**src/rtl/conv2_out_ser_if.sv**
```systemverilog
// Beat-in / pixel-out handshake bundle for the conv2 output serializer.
// Slave side is the serializer; master side is the surrounding fabric.
interface conv2_out_ser_if #(
  parameter int DATA_BIT = 12
);
  logic                in_valid;
  logic                in_ready;
  logic [DATA_BIT-1:0] in_data_0;
  logic [DATA_BIT-1:0] in_data_1;
  logic [DATA_BIT-1:0] in_data_2;
  logic [DATA_BIT-1:0] in_data_3;
  logic [DATA_BIT-1:0] in_data_4;
  logic [DATA_BIT-1:0] in_data_5;
  logic [DATA_BIT-1:0] in_data_6;
  logic [DATA_BIT-1:0] in_data_7;
  logic                out_valid;
  logic                out_ready;
  logic [DATA_BIT-1:0] out_data;
  logic                out_eol;
  logic                out_eof;
  logic                frame_done;

  modport slave (
    input  in_valid, out_ready,
    input  in_data_0, in_data_1, in_data_2, in_data_3,
    input  in_data_4, in_data_5, in_data_6, in_data_7,
    output in_ready, out_valid, out_data,
    output out_eol, out_eof, frame_done
  );

  modport master (
    output in_valid, out_ready,
    output in_data_0, in_data_1, in_data_2, in_data_3,
    output in_data_4, in_data_5, in_data_6, in_data_7,
    input  in_ready, out_valid, out_data,
    input  out_eol, out_eof, frame_done
  );
endinterface

```
**src/rtl/conv2_out_ser.sv**
```systemverilog
// Ping-pong 8-lane to 1-pixel serializer for the conv2 output map,
// tagging end-of-row / end-of-frame and pulsing frame_done.
module conv2_out_ser #(
  parameter int WIDTH    = 8,
  parameter int HEIGHT   = 8,
  parameter int DATA_BIT = 12,
  parameter int LANES    = 8
) (
  input logic            clk,
  input logic            rst,
  conv2_out_ser_if.slave io
);
  localparam int CW = (WIDTH > 1) ? $clog2(WIDTH) : 1;
  localparam int RW = (HEIGHT > 1) ? $clog2(HEIGHT) : 1;

  logic [DATA_BIT-1:0] bank_q [2][LANES];
  logic [DATA_BIT-1:0] bank_d [2][LANES];
  logic [DATA_BIT-1:0] lane_in [LANES];
  logic [1:0]    full_q, full_d;
  logic          wr_sel_q, wr_sel_d;
  logic          rd_sel_q, rd_sel_d;
  logic [2:0]    lane_q, lane_d;
  logic [CW-1:0] col_q, col_d;
  logic [RW-1:0] row_q, row_d;
  logic          done_q, done_d;

  logic in_rdy, out_vld, in_fire, out_fire;
  logic last_lane, col_last, row_last, eol, eof;

  assign lane_in[0] = io.in_data_0;
  assign lane_in[1] = io.in_data_1;
  assign lane_in[2] = io.in_data_2;
  assign lane_in[3] = io.in_data_3;
  assign lane_in[4] = io.in_data_4;
  assign lane_in[5] = io.in_data_5;
  assign lane_in[6] = io.in_data_6;
  assign lane_in[7] = io.in_data_7;

  assign in_rdy    = ~full_q[wr_sel_q];
  assign out_vld   = full_q[rd_sel_q];
  assign in_fire   = io.in_valid & in_rdy;
  assign out_fire  = out_vld & io.out_ready;
  assign last_lane = out_fire & (lane_q == 3'(LANES - 1));
  assign col_last  = col_q == CW'(WIDTH - 1);
  assign row_last  = row_q == RW'(HEIGHT - 1);
  assign eol       = out_vld & col_last;
  assign eof       = eol & row_last;

  // Write and read always hit different banks, so both may act at once.
  always_comb begin
    bank_d   = bank_q;
    full_d   = full_q;
    wr_sel_d = wr_sel_q;
    rd_sel_d = rd_sel_q;
    lane_d   = lane_q;
    col_d    = col_q;
    row_d    = row_q;
    done_d   = out_fire & eof;
    if (in_fire) begin
      bank_d[wr_sel_q] = lane_in;
      full_d[wr_sel_q] = 1'b1;
      wr_sel_d         = ~wr_sel_q;
    end
    if (out_fire) begin
      lane_d = lane_q + 3'd1;
      if (col_last) begin
        col_d = '0;
        row_d = row_last ? '0 : row_q + RW'(1);
      end else begin
        col_d = col_q + CW'(1);
      end
    end
    if (last_lane) begin
      full_d[rd_sel_q] = 1'b0;
      rd_sel_d         = ~rd_sel_q;
    end
  end

  always_ff @(posedge clk) begin
    bank_q <= bank_d;
  end

  always_ff @(posedge clk or negedge rst) begin
    if (!rst) begin
      full_q   <= '0;
      wr_sel_q <= 1'b0;
      rd_sel_q <= 1'b0;
      lane_q   <= '0;
      col_q    <= '0;
      row_q    <= '0;
      done_q   <= 1'b0;
    end else begin
      full_q   <= full_d;
      wr_sel_q <= wr_sel_d;
      rd_sel_q <= rd_sel_d;
      lane_q   <= lane_d;
      col_q    <= col_d;
      row_q    <= row_d;
      done_q   <= done_d;
    end
  end

  // Gating by valid keeps stale bank contents off the bus during reset.
  assign io.in_ready   = in_rdy;
  assign io.out_valid  = out_vld;
  assign io.out_data   = out_vld ? bank_q[rd_sel_q][lane_q] : '0;
  assign io.out_eol    = eol;
  assign io.out_eof    = eof;
  assign io.frame_done = done_q;
endmodule

```
**src/flat_wrapper.sv**
```systemverilog
// flat-port wrapper written by rule: the top's interface ports become plain ports
module conv2_out_ser_flat 
#(
  parameter int WIDTH    = 8,
  parameter int HEIGHT   = 8,
  parameter int DATA_BIT = 12,
  parameter int LANES    = 8
)
  (clk, rst, io_in_valid, io_out_ready, io_in_data_0, io_in_data_1, io_in_data_2, io_in_data_3, io_in_data_4, io_in_data_5, io_in_data_6, io_in_data_7, io_in_ready, io_out_valid, io_out_data, io_out_eol, io_out_eof, io_frame_done);
  conv2_out_ser_if #(.DATA_BIT(DATA_BIT)) io_i ();
  input logic clk;
  input logic rst;
  input wire logic [$bits(io_i.in_valid)-1:0] io_in_valid;
  input wire logic [$bits(io_i.out_ready)-1:0] io_out_ready;
  input wire logic [$bits(io_i.in_data_0)-1:0] io_in_data_0;
  input wire logic [$bits(io_i.in_data_1)-1:0] io_in_data_1;
  input wire logic [$bits(io_i.in_data_2)-1:0] io_in_data_2;
  input wire logic [$bits(io_i.in_data_3)-1:0] io_in_data_3;
  input wire logic [$bits(io_i.in_data_4)-1:0] io_in_data_4;
  input wire logic [$bits(io_i.in_data_5)-1:0] io_in_data_5;
  input wire logic [$bits(io_i.in_data_6)-1:0] io_in_data_6;
  input wire logic [$bits(io_i.in_data_7)-1:0] io_in_data_7;
  output wire logic [$bits(io_i.in_ready)-1:0] io_in_ready;
  output wire logic [$bits(io_i.out_valid)-1:0] io_out_valid;
  output wire logic [$bits(io_i.out_data)-1:0] io_out_data;
  output wire logic [$bits(io_i.out_eol)-1:0] io_out_eol;
  output wire logic [$bits(io_i.out_eof)-1:0] io_out_eof;
  output wire logic [$bits(io_i.frame_done)-1:0] io_frame_done;
  assign io_i.in_valid = io_in_valid;
  assign io_i.out_ready = io_out_ready;
  assign io_i.in_data_0 = io_in_data_0;
  assign io_i.in_data_1 = io_in_data_1;
  assign io_i.in_data_2 = io_in_data_2;
  assign io_i.in_data_3 = io_in_data_3;
  assign io_i.in_data_4 = io_in_data_4;
  assign io_i.in_data_5 = io_in_data_5;
  assign io_i.in_data_6 = io_in_data_6;
  assign io_i.in_data_7 = io_in_data_7;
  assign io_in_ready = io_i.in_ready;
  assign io_out_valid = io_i.out_valid;
  assign io_out_data = io_i.out_data;
  assign io_out_eol = io_i.out_eol;
  assign io_out_eof = io_i.out_eof;
  assign io_frame_done = io_i.frame_done;
  conv2_out_ser #(.WIDTH(WIDTH), .HEIGHT(HEIGHT), .DATA_BIT(DATA_BIT), .LANES(LANES)) u_core (.clk(clk), .rst(rst), .io(io_i));
endmodule
```
**config.mk**
```make
export PLATFORM = sky130hd
export DESIGN_NAME = conv2_out_ser_flat
export DESIGN_NICKNAME = d
export VERILOG_FILES = /design/src/rtl/conv2_out_ser_if.sv /design/src/rtl/conv2_out_ser.sv /design/src/flat_wrapper.sv
export SDC_FILE = /design/constraint.sdc
export NUM_CORES = 1
export LEC_CHECK = 0
export CORE_MARGIN = 10
export CORE_UTILIZATION = 49
export DETAILED_ROUTE_END_ITERATION = 6
export PLACE_DENSITY = 0.84
export SYNTH_ARGS = -nofsm -noshare
export SYNTH_HDL_FRONTEND = slang
export SYNTH_SLANG_ARGS = --single-unit
```
**constraint.sdc**
```tcl
create_clock -name clk -period 7.9 [get_ports clk]
set_input_delay 1.185 -clock clk [delete_from_list [all_inputs] [get_ports clk]]
set_output_delay 1.185 -clock clk [all_outputs]
set_load 0.05 [all_outputs]
```
==> results of run 1 <==
-- critical path, cell delays in order (launching register included) --
cell and delay [ns]:
dfrtp_4 1.09, mux2_4 0.38, nand2b_1 0.28, o22ai_1 0.41
clkdlybuf4s50_1 0.88
-- how the worst max path moves through the flow --
stage	start	endpoint	slack (ns)	depth (start not counted)
finish	u_core.rd_sel_q	io_out_data[5]	3.16	4
detailed placement	u_core.rd_sel_q	io_out_data[5]	3.65	4
global placement	u_core.rd_sel_q	io_out_data[5]	3.65	4
global route	u_core.rd_sel_q	io_out_data[5]	2.91	4
CTS	u_core.rd_sel_q	io_out_data[5]	3.09	4
floorplan	io_in_valid	u_core.bank_q[100]	2.49	1
-- sequential cells by signal, summed over array words and instances (netlist names) --
name,cells
u_core.lane_q,3
u_core.bank_q,192
u_core.rd_sel_q,1
u_core.wr_sel_q,1
u_core.row_q,3
u_core.col_q,3
u_core.full_q,2
u_core.io.frame_done,1
-- where the power goes --
group	internal, W	total (W)	switching (W)
combinational	0.000561	0.00126	0.000697
sequential	0.00137	0.00151	0.000139
clock	0.000535	0.000911	0.000377
total	0.00246	0.00368	0.00121
-- per-layer routing --
layer / up-vias / share of wire (%) / track usage, %
met5: - / 0 / 0
li1: 1732 / - / -
met3: 32 / 6.7 / 3.97
met1: 2001 / 39 / 17.4
met4: 0 / 2.6 / 3.77
met2: 132 / 51 / 24.4
-- cell usage in the layout, fill, tap and decap left out, types with 2 or more instances in the layout --
cell type	count
clkbuf_1	4
dfrtp_1	12
buf_4	5
clkdlybuf4s50_1	116
edfxtp_1	192
nor3_1	2
clkbuf_8	2
nand2_1	5
clkbuf_16	21
o211ai_1	2
nand2b_1	4
nand3_1	3
mux2i_1	23
and2_1	2
mux4_2	48
o22ai_1	11
clkinv_1	6
a21o_1	4
ha_1	6
mux2_2	6
-- metrics by stage --
step	cells	setup slack [ns]	power, W	area, sq um	util (%)
detailed placement	670	3.65	0.00280	9330	58.7
global placement	670	3.65	0.00278	9330	58.7
global route	705	2.91	0.00384	9960	62.7
floorplan	348	2.49	0.00242	7960	-
CTS	705	3.09	0.00372	9960	62.7
finish	705	3.16	0.00368	9960	62.7
-- cells by family (layout without fill, tap and decap cells) --
logic type	Yosys count	in the layout	synth area share, %
XOR/XNOR	1	1	0.110
AO/OA/AOI/OAI	20	20	1.68
flip-flops	206	206	76.9
buffers and inverters	17	158	1.45
adder cells (fa/ha/maj)	6	6	0.944
AND/OR/NAND/NOR	20	20	1.35
multiplexers	78	78	17.5
-- layout make-up --
| cell class | instances | area share [%] |
|---|---|---|
| clock inverter | 8 | 0.616 |
| tap | 216 | 2.71 |
| clock buffer | 27 | 5.70 |
| sequential | 206 | 61.5 |
| inverter | 2 | 0.101 |
| timing repair buffer | 121 | 12.0 |
| multi-input combinational | 125 | 17.4 |
==> summary.txt, run 1 <==
Hold Crit Start: u_core.col_q[1]
largest net degree at the start of global routing: 63
DRT Pass-1 Iters: 4
worst-path fanout max: 53
register area share after synthesis: 76.9%
PortBufs: 116
CTS Buf Count: 21
Synth area leader: edfxtp_1
DR WL/cell: 22.5 um
Die W: 147 um
Placer Congestion: 0.733
cts hold-fix bufs: 0
Syn Std Cell Area: 7950 sq um
Fin. Hold Viols: 0
initial DRC count: 262
row count: 46
DR vias: 3897
clk_lat worst skew: 0.49 ns
H-tree depth: 1
die area: 21700 sq um
Clk pin slew, worst setup/hold paths: 0.06 ns
Yosys warnings: 0
Final Critical Period: 4.74 ns
final period utilization: 60.0%
Detailed Route WL: 15900 um
CP endpoint kind: output pin
status: finished, final reports clean
Critical R2R Capture: u_core.bank_q[55]
Synth area leaders: edfxtp_1 73%, mux4_2 14%, dfrtp_1 4.4%, mux2i_1 2.9%, ha_1 0.94%
setup bufs post-CTS: 0
Final Slew Violations: 0
Slew @ Worst Pin: 1.01 ns
f_max: 211 MHz
Syn Inst Count: 348
Syn Area/Cell: 22.8 sq um
core area: 15900 sq um
root buffer cell: clkbuf_16
DRC viols: 0
share of cells above drive strength 1: 18.8%
CP Data Required Time: 6.71 ns
hold path depth: 1
setup_tns: 0 ns
starting density of the core: 50.0%
Area growth, synth to finish: 25.3%
I/O pin total: 117
Min-Delay Path Class: reg -> reg
post-synth cell types: 28
Worst slew margin: 32.9%
Max VDD drop: 0.000493 V
Critical R2R Launch: u_core.wr_sel_q
PwrDens: 369 nW/um^2
max cap viols: 0
FILL cells: 1082
PostCTS Resize Cnt: 0
Die Ht: 147 um
total gr overflow: 0
reg-to-reg setup timing slack: 5.52 ns
RSZ-0062 raised after global routing: no
Yosys top cell area share: 72.5%
Lkg Pwr: 3.35 nW
vias in the first global route: 4338
final setup fails: 0
r2r worst-path depth: 4
final net count: 583
vias per cell: 5.53
Final ANT Viol Nets: 0
Clock Sinks: 206
initial antenna violation count: 0
count leader, synth: edfxtp_1
Setup Skew: 0.0128 ns
number of flops mapped to enable cells by yosys: 192
CTS tree: yes
hold slack: 0.515 ns
Yosys reg bits: 206
Tot GR Track Use: 14.2%
ys async rst share: 6.80%
detailed placement HPWL: 10700 um
Worst EP arrival: 3.56 ns
Synth top cells by count: 192 x edfxtp_1, 48 x mux4_2, 23 x mux2i_1, 14 x dfrtp_1, 11 x o22ai_1
maximum buffer depth of the clock tree: 3
WS Path Type: reg -> out
register area: 6120 sq um
Endpoint, Worst Hold: u_core.col_q[1]
Antenna Cells: 0
Top FF cell, synth: edfxtp_1
Mapped Nets: 454
CP Launch Type: flop
first-pass GRT wire length: 24200 um
multi-input combinational cell area: 1730 sq um
Note: power is estimated with default switching activity, not from simulation.
==> run 2: changes to the inputs <==
==> constraint.sdc (replaced) <==
create_clock -name clk -period 4 [get_ports clk]
set_input_delay 0.6 -clock clk [delete_from_list [all_inputs] [get_ports clk]]
set_output_delay 0.6 -clock clk [all_outputs]
set_load 0.05 [all_outputs]
==> run 2 against run 1 <==
Non-clock buffer count increased by 5. Combinational power is 110% higher. Global-route usage up 0.60 points. Critical endpoint is now io_out_data[4]. Design area increased by 0.64%.
==> summary.txt, run 2 (synthesis results as in run 1) <==
Clock Sinks: 206 (unchanged)
most common cell after layout, fill and taps aside: edfxtp_1
Antenna Cells: 0 (unchanged)
CP Data Required Time: 3.40 ns (-3.31 ns)
row count: 46 (unchanged)
Lkg Pwr: 3.38 nW (+1.1%)
first-pass GRT wire length: 25000 um (+3.4%)
max reg flops: 192 (unchanged)
Final Critical Period: 3.70 ns
Final ANT Viol Nets: 0 (unchanged)
starting density of the core: 50.0% (unchanged)
Final Slew Violations: 0 (unchanged)
initial antenna violation count: 0 (unchanged)
vias in the first global route: 4304 (-0.78%)
share of cells above drive strength 1: 19.8% (+0.94 points)
Final Util: 63.1% (+0.40 points)
largest net degree at the start of global routing: 67 (+6.3%)
f_max: 270 MHz
core area: 15900 sq um (unchanged)
Area growth, synth to finish: 26.1%
register area: 6120 sq um (unchanged)
DRT Pass-1 Iters: 4 (unchanged)
Tot GR Track Use: 14.8% (+0.60 points)
PortBufs: 116 (unchanged)
FILL cells: 1105 (+2.1%)
Placer Congestion: 0.776 (+5.8%)
PwrDens: 729 nW/um^2 (+98%)
Die Ht: 147 um (unchanged)
Worst slew margin: 42.4% (+9.6 points)
clk_lat worst skew: 0.49 ns (about the same)
initial DRC count: 255 (-2.7%)
Slew @ Worst Pin: 0.863 ns (-0.144 ns)
setup bufs post-CTS: 0 (unchanged)
setup_tns: 0 ns (unchanged)
final net count: 588 (+0.86%)
PostCTS Resize Cnt: 0 (unchanged)
final period utilization: 92.5%
most frequent cells in the layout: 192 x edfxtp_1, 116 x clkdlybuf4s50_1, 48 x mux4_2
CTS tree: yes
status: finished, final reports clean
Biggest register: u_core.bank_q
root buffer cell: clkbuf_16
CP Launch Type: flop
DR vias: 3933 (+0.92%)
DR WL/cell: 22.5 um (-0.24%)
total gr overflow: 0 (unchanged)
Clk pin slew, worst setup/hold paths: 0.06 ns (about the same)
DRC viols: 0 (unchanged)
vias per cell: 5.52 (about the same)
I/O pin total: 117 (unchanged)
Fin. Hold Viols: 0 (unchanged)
CP endpoint kind: output pin
Worst EP arrival: 3.10 ns (-0.46 ns)
CTS Buf Count: 21 (unchanged)
Detailed Route WL: 16000 um (+0.75%)
Die W: 147 um (unchanged)
worst-path fanout max: 21 (-60%)
final setup fails: 0 (unchanged)
H-tree depth: 1 (unchanged)
Setup Skew: 0.00987 ns (-0.00293 ns)
cts hold-fix bufs: 0 (unchanged)
RSZ-0062 raised after global routing: no
detailed placement HPWL: 11200 um (+5.2%)
Min-Delay Path Class: reg -> reg
WS Path Type: reg -> out
die area: 21700 sq um (unchanged)
max cap viols: 0 (unchanged)
multi-input combinational cell area: 1730 sq um (unchanged)
Max VDD drop: 0.000665 V (+35%)
maximum buffer depth of the clock tree: 3 (unchanged)
[run 2: critical path: stages, from the launching register on]
cell	delay [ns]
dfrtp_4	0.67
buf_12	0.26
mux4_2	0.54
mux2i_1	0.23
o22ai_1	0.15
clkdlybuf4s50_1	0.75
[run 2: power by group]
group | internal (W) | leakage, nW | switching [W]
combinational | 0.00115 | 1.16 | 0.00144
clock | 0.00105 | 0.309 | 0.000745
sequential | 0.00270 | 1.91 | 0.000217
total | 0.00491 | 3.38 | 0.00240
[run 2: cell type report]
| cell class | count | share of cell area, % |
|---|---|---|
| Clock buffer | 29 | 5.64 |
| Clock inverter | 8 | 0.649 |
| Inverter | 2 | 0.0999 |
| Multi-Input combinational cell | 125 | 17.3 |
| Sequential cell | 206 | 61.1 |
| Tap cell | 216 | 2.70 |
| Timing Repair Buffer | 126 | 12.6 |
[run 2: final timing paths]
| check | startpoint | endpoint | slack [ns] | cells after the start |
|---|---|---|---|---|
| worst max register to register | u_core.lane_q[0] | u_core.rd_sel_q | 1.98 | 5 |
| max in group asynchronous | rst | u_core.rd_sel_q | 2.97 | 1 |
| worst max-delay path | u_core.rd_sel_q | io_out_data[4] | 0.30 | 5 |
| min in group asynchronous | rst | u_core.row_q[1] | 0.52 | 1 |
| worst min register to register | u_core.col_q[0] | u_core.col_q[0] | 0.51 | 1 |
| worst min-delay path | u_core.col_q[0] | u_core.col_q[0] | 0.51 | 1 |
[run 2: metrics by stage]
stage | hold WS, ns | cell area (sq um) | power (W) | instances | setup slack [ns]
after detailed placement | 0.501 | 9390 | 0.00561 | 675 | 0.740
after floorplan | 0.304 | 7960 | 0.00477 | 348 | 0.474
after CTS | 0.515 | 10000 | 0.00741 | 712 | 0.208
after global routing | 0.545 | 10000 | 0.00765 | 712 | 0.144
final | 0.513 | 10000 | 0.00731 | 712 | 0.299
after global placement | 0.489 | 9390 | 0.00553 | 675 | 0.762
[run 2: routing by layer]
metal	track usage, %	up-vias	routed length (um)
met5	0	-	0
li1	-	1746	-
met1	18.5	2021	5990
met2	24.9	143	8280
met3	4.79	23	1420
met4	3.17	0	300
==> run 3: changes to the inputs <==
--- a/config.mk
+++ b/config.mk
@@ -5,10 +5,13 @@
 export SDC_FILE = /design/constraint.sdc
 export NUM_CORES = 1
 export LEC_CHECK = 0
+export CORE_ASPECT_RATIO = 1.4
 export CORE_MARGIN = 10
 export CORE_UTILIZATION = 49
 export DETAILED_ROUTE_END_ITERATION = 6
+export GPL_ROUTABILITY_DRIVEN = 0
 export PLACE_DENSITY = 0.84
+export SETUP_SLACK_MARGIN = 0.02
 export SYNTH_ARGS = -nofsm -noshare
 export SYNTH_HDL_FRONTEND = slang
 export SYNTH_SLANG_ARGS = --single-unit
==> run 3 against run 2 <==
Sequential cell count unchanged. Worst setup slack got worse by 0.091 ns. Critical path type unchanged. Cell count decreased by 3.5%. Clock power decreased by 13%. Maximum frequency decreased by 2.4%. Critical path depth unchanged. Hold slack about the same. Wire length increased by 1.9%. Critical endpoint is now io_out_data[5]. Design area decreased by 1.2%.
==> summary.txt, run 3 (synthesis results as in run 1) <==
slowest stage delay, CP: 0.94 ns (+0.19 ns)
Clk pin slew, worst setup/hold paths: 0.06 ns (about the same)
starting density of the core: 49.6% (-0.46 points)
PwrDens: 717 nW/um^2 (-1.6%)
CP Launch Type: flop
setup_tns: 0 ns (unchanged)
GR Util met2: 26.6% (+1.7 points)
status: finished, final reports clean
Slew @ Worst Pin: 0.875 ns (+0.0113 ns)
post-route cell area: 9900 sq um (-1.2%)
max reg flops: 192 (unchanged)
CP Cell Sequence: buf_12, mux4_2, mux2i_1, o22ai_1, clkdlybuf4s50_1
WS Path Type: reg -> out
final setup fails: 0 (unchanged)
CP endpoint kind: output pin
Fin. Hold Viols: 0 (unchanged)
PostCTS Resize Cnt: 0 (unchanged)
placed insts: 657 (-2.7%)
most frequent cells in the layout: 192 x edfxtp_1, 116 x clkdlybuf4s50_1, 48 x mux4_2
Antenna Cells: 0 (unchanged)
Area growth, synth to finish: 24.5%
final net count: 585 (-0.51%)
met3 GRT Util: 3.62% (-1.2 points)
row count: 55 (+20%)
PortBufs: 116 (unchanged)
final period utilization: 94.8% (+2.3 points)
clk_lat worst skew: 0.48 ns (about the same)
DRT Pass-1 Iters: 6 (+2)
Die W: 128 um (-13%)
Detailed Route WL: 16300 um (+1.9%)
Worst slew margin: 41.7% (-0.75 points)
die area: 21800 sq um (+0.33%)
root buffer cell: clkbuf_16
initial antenna violation count: 0 (unchanged)
buffer and inverter count on the worst path: 2 (unchanged)
first-pass GRT wire length: 24800 um (-0.91%)
cts hold-fix bufs: 0 (unchanged)
Final Critical Period: 3.79 ns (+0.0909 ns)
CP Data Required Time: 3.40 ns (about the same)
H-tree depth: 1 (unchanged)
Min-Delay Path Class: reg -> reg
DRC viols: 0 (unchanged)
share of cells above drive strength 1: 18.9% (-0.91 points)
total gr overflow: 0 (unchanged)
GR Layer Usage met1: 17.0% (-1.5 points)
DR WL/cell: 23.7 um (+5.6%)
final cell count without fillers: 687 (-3.5%)
vias in the first global route: 4386 (+1.9%)
Slowest-stage cell, CP: dfrtp_2
initial DRC count: 328 (+29%)
Area after DPL: 9380 sq um (-0.17%)
Lkg Pwr: 3.33 nW (-1.5%)
Biggest register: u_core.bank_q
CTS tree: yes
Setup Skew: 0.00919 ns (-0.000685 ns)
detailed placement HPWL: 11300 um (+0.78%)
Final Slew Violations: 0 (unchanged)
Clock Sinks: 206 (unchanged)
most common cell after layout, fill and taps aside: edfxtp_1
CTS Buf Count: 19 (-9.5%)
setup bufs post-CTS: 0 (unchanged)
largest net degree at the start of global routing: 99 (+48%)
I/O pin total: 117 (unchanged)
max cap viols: 0 (unchanged)
Tot GR Track Use: 14.8% (-0.049 points)
f_max: 264 MHz (-2.4%)
Final ANT Viol Nets: 0 (unchanged)
RSZ-0062 raised after global routing: no
Max VDD drop: 0.00105 V (+58%)
DR vias: 3850 (-2.1%)
worst-path fanout max: 34 (+62%)
vias per cell: 5.60 (+1.5%)
Worst EP arrival: 3.19 ns (+0.09 ns)
top cell family by delay on the critical path: buffers and inverters
Most Crowded Layer GR: met2
maximum buffer depth of the clock tree: 3 (unchanged)
Die Ht: 171 um (+16%)
core area: 16000 sq um (+0.94%)
[run 3: final timing paths]
path | startpoint | endpoint | slack, ns | depth (start not counted)
worst min-delay path | u_core.col_q[2] | u_core.col_q[2] | 0.51 | 1
worst min register to register | u_core.col_q[2] | u_core.col_q[2] | 0.51 | 1
worst max-delay path | u_core.lane_q[0] | io_out_data[5] | 0.21 | 5
max in group asynchronous | rst | u_core.rd_sel_q | 2.99 | 1
worst max register to register | u_core.wr_sel_q | u_core.bank_q[17] | 1.91 | 4
min in group asynchronous | rst | u_core.row_q[0] | 0.52 | 1
[run 3: report_power, final]
| group | switching (W) | total, W | leakage, nW | internal (W) |
|---|---|---|---|---|
| Combinational | 0.00145 | 0.00261 | 1.16 | 0.00116 |
| Clock | 0.000704 | 0.00157 | 0.257 | 0.000867 |
| Sequential | 0.000218 | 0.00292 | 1.91 | 0.00270 |
| Total | 0.00238 | 0.00710 | 3.33 | 0.00473 |
[run 3: layout make-up]
cell class | instances | area, sq um
fill | 1108 | 6130
sequential | 206 | 6120
multi-input combinational | 125 | 1730
timing repair buffer | 125 | 1270
clock buffer | 23 | 490
tap | 199 | 249
clock inverter | 7 | 33.8
inverter | 2 | 10.0
[run 3: through the flow]
step                util [%]  hold WS (ns)  power, W  setup WS, ns
floorplan                  -         0.304   0.00477         0.474
global placement        58.5         0.492   0.00553         0.711
detailed placement      58.5         0.500   0.00560         0.701
CTS                     61.7         0.515   0.00717         0.186
global route            61.7         0.538   0.00740         0.123
finish                  61.7         0.514   0.00710         0.208
[run 3: per-layer routing]
metal	routed length, um	vias to the layer above
met5	0	-
met4	304	0
met3	1120	24
met2	8950	141
met1	5920	1965
li1	-	1720
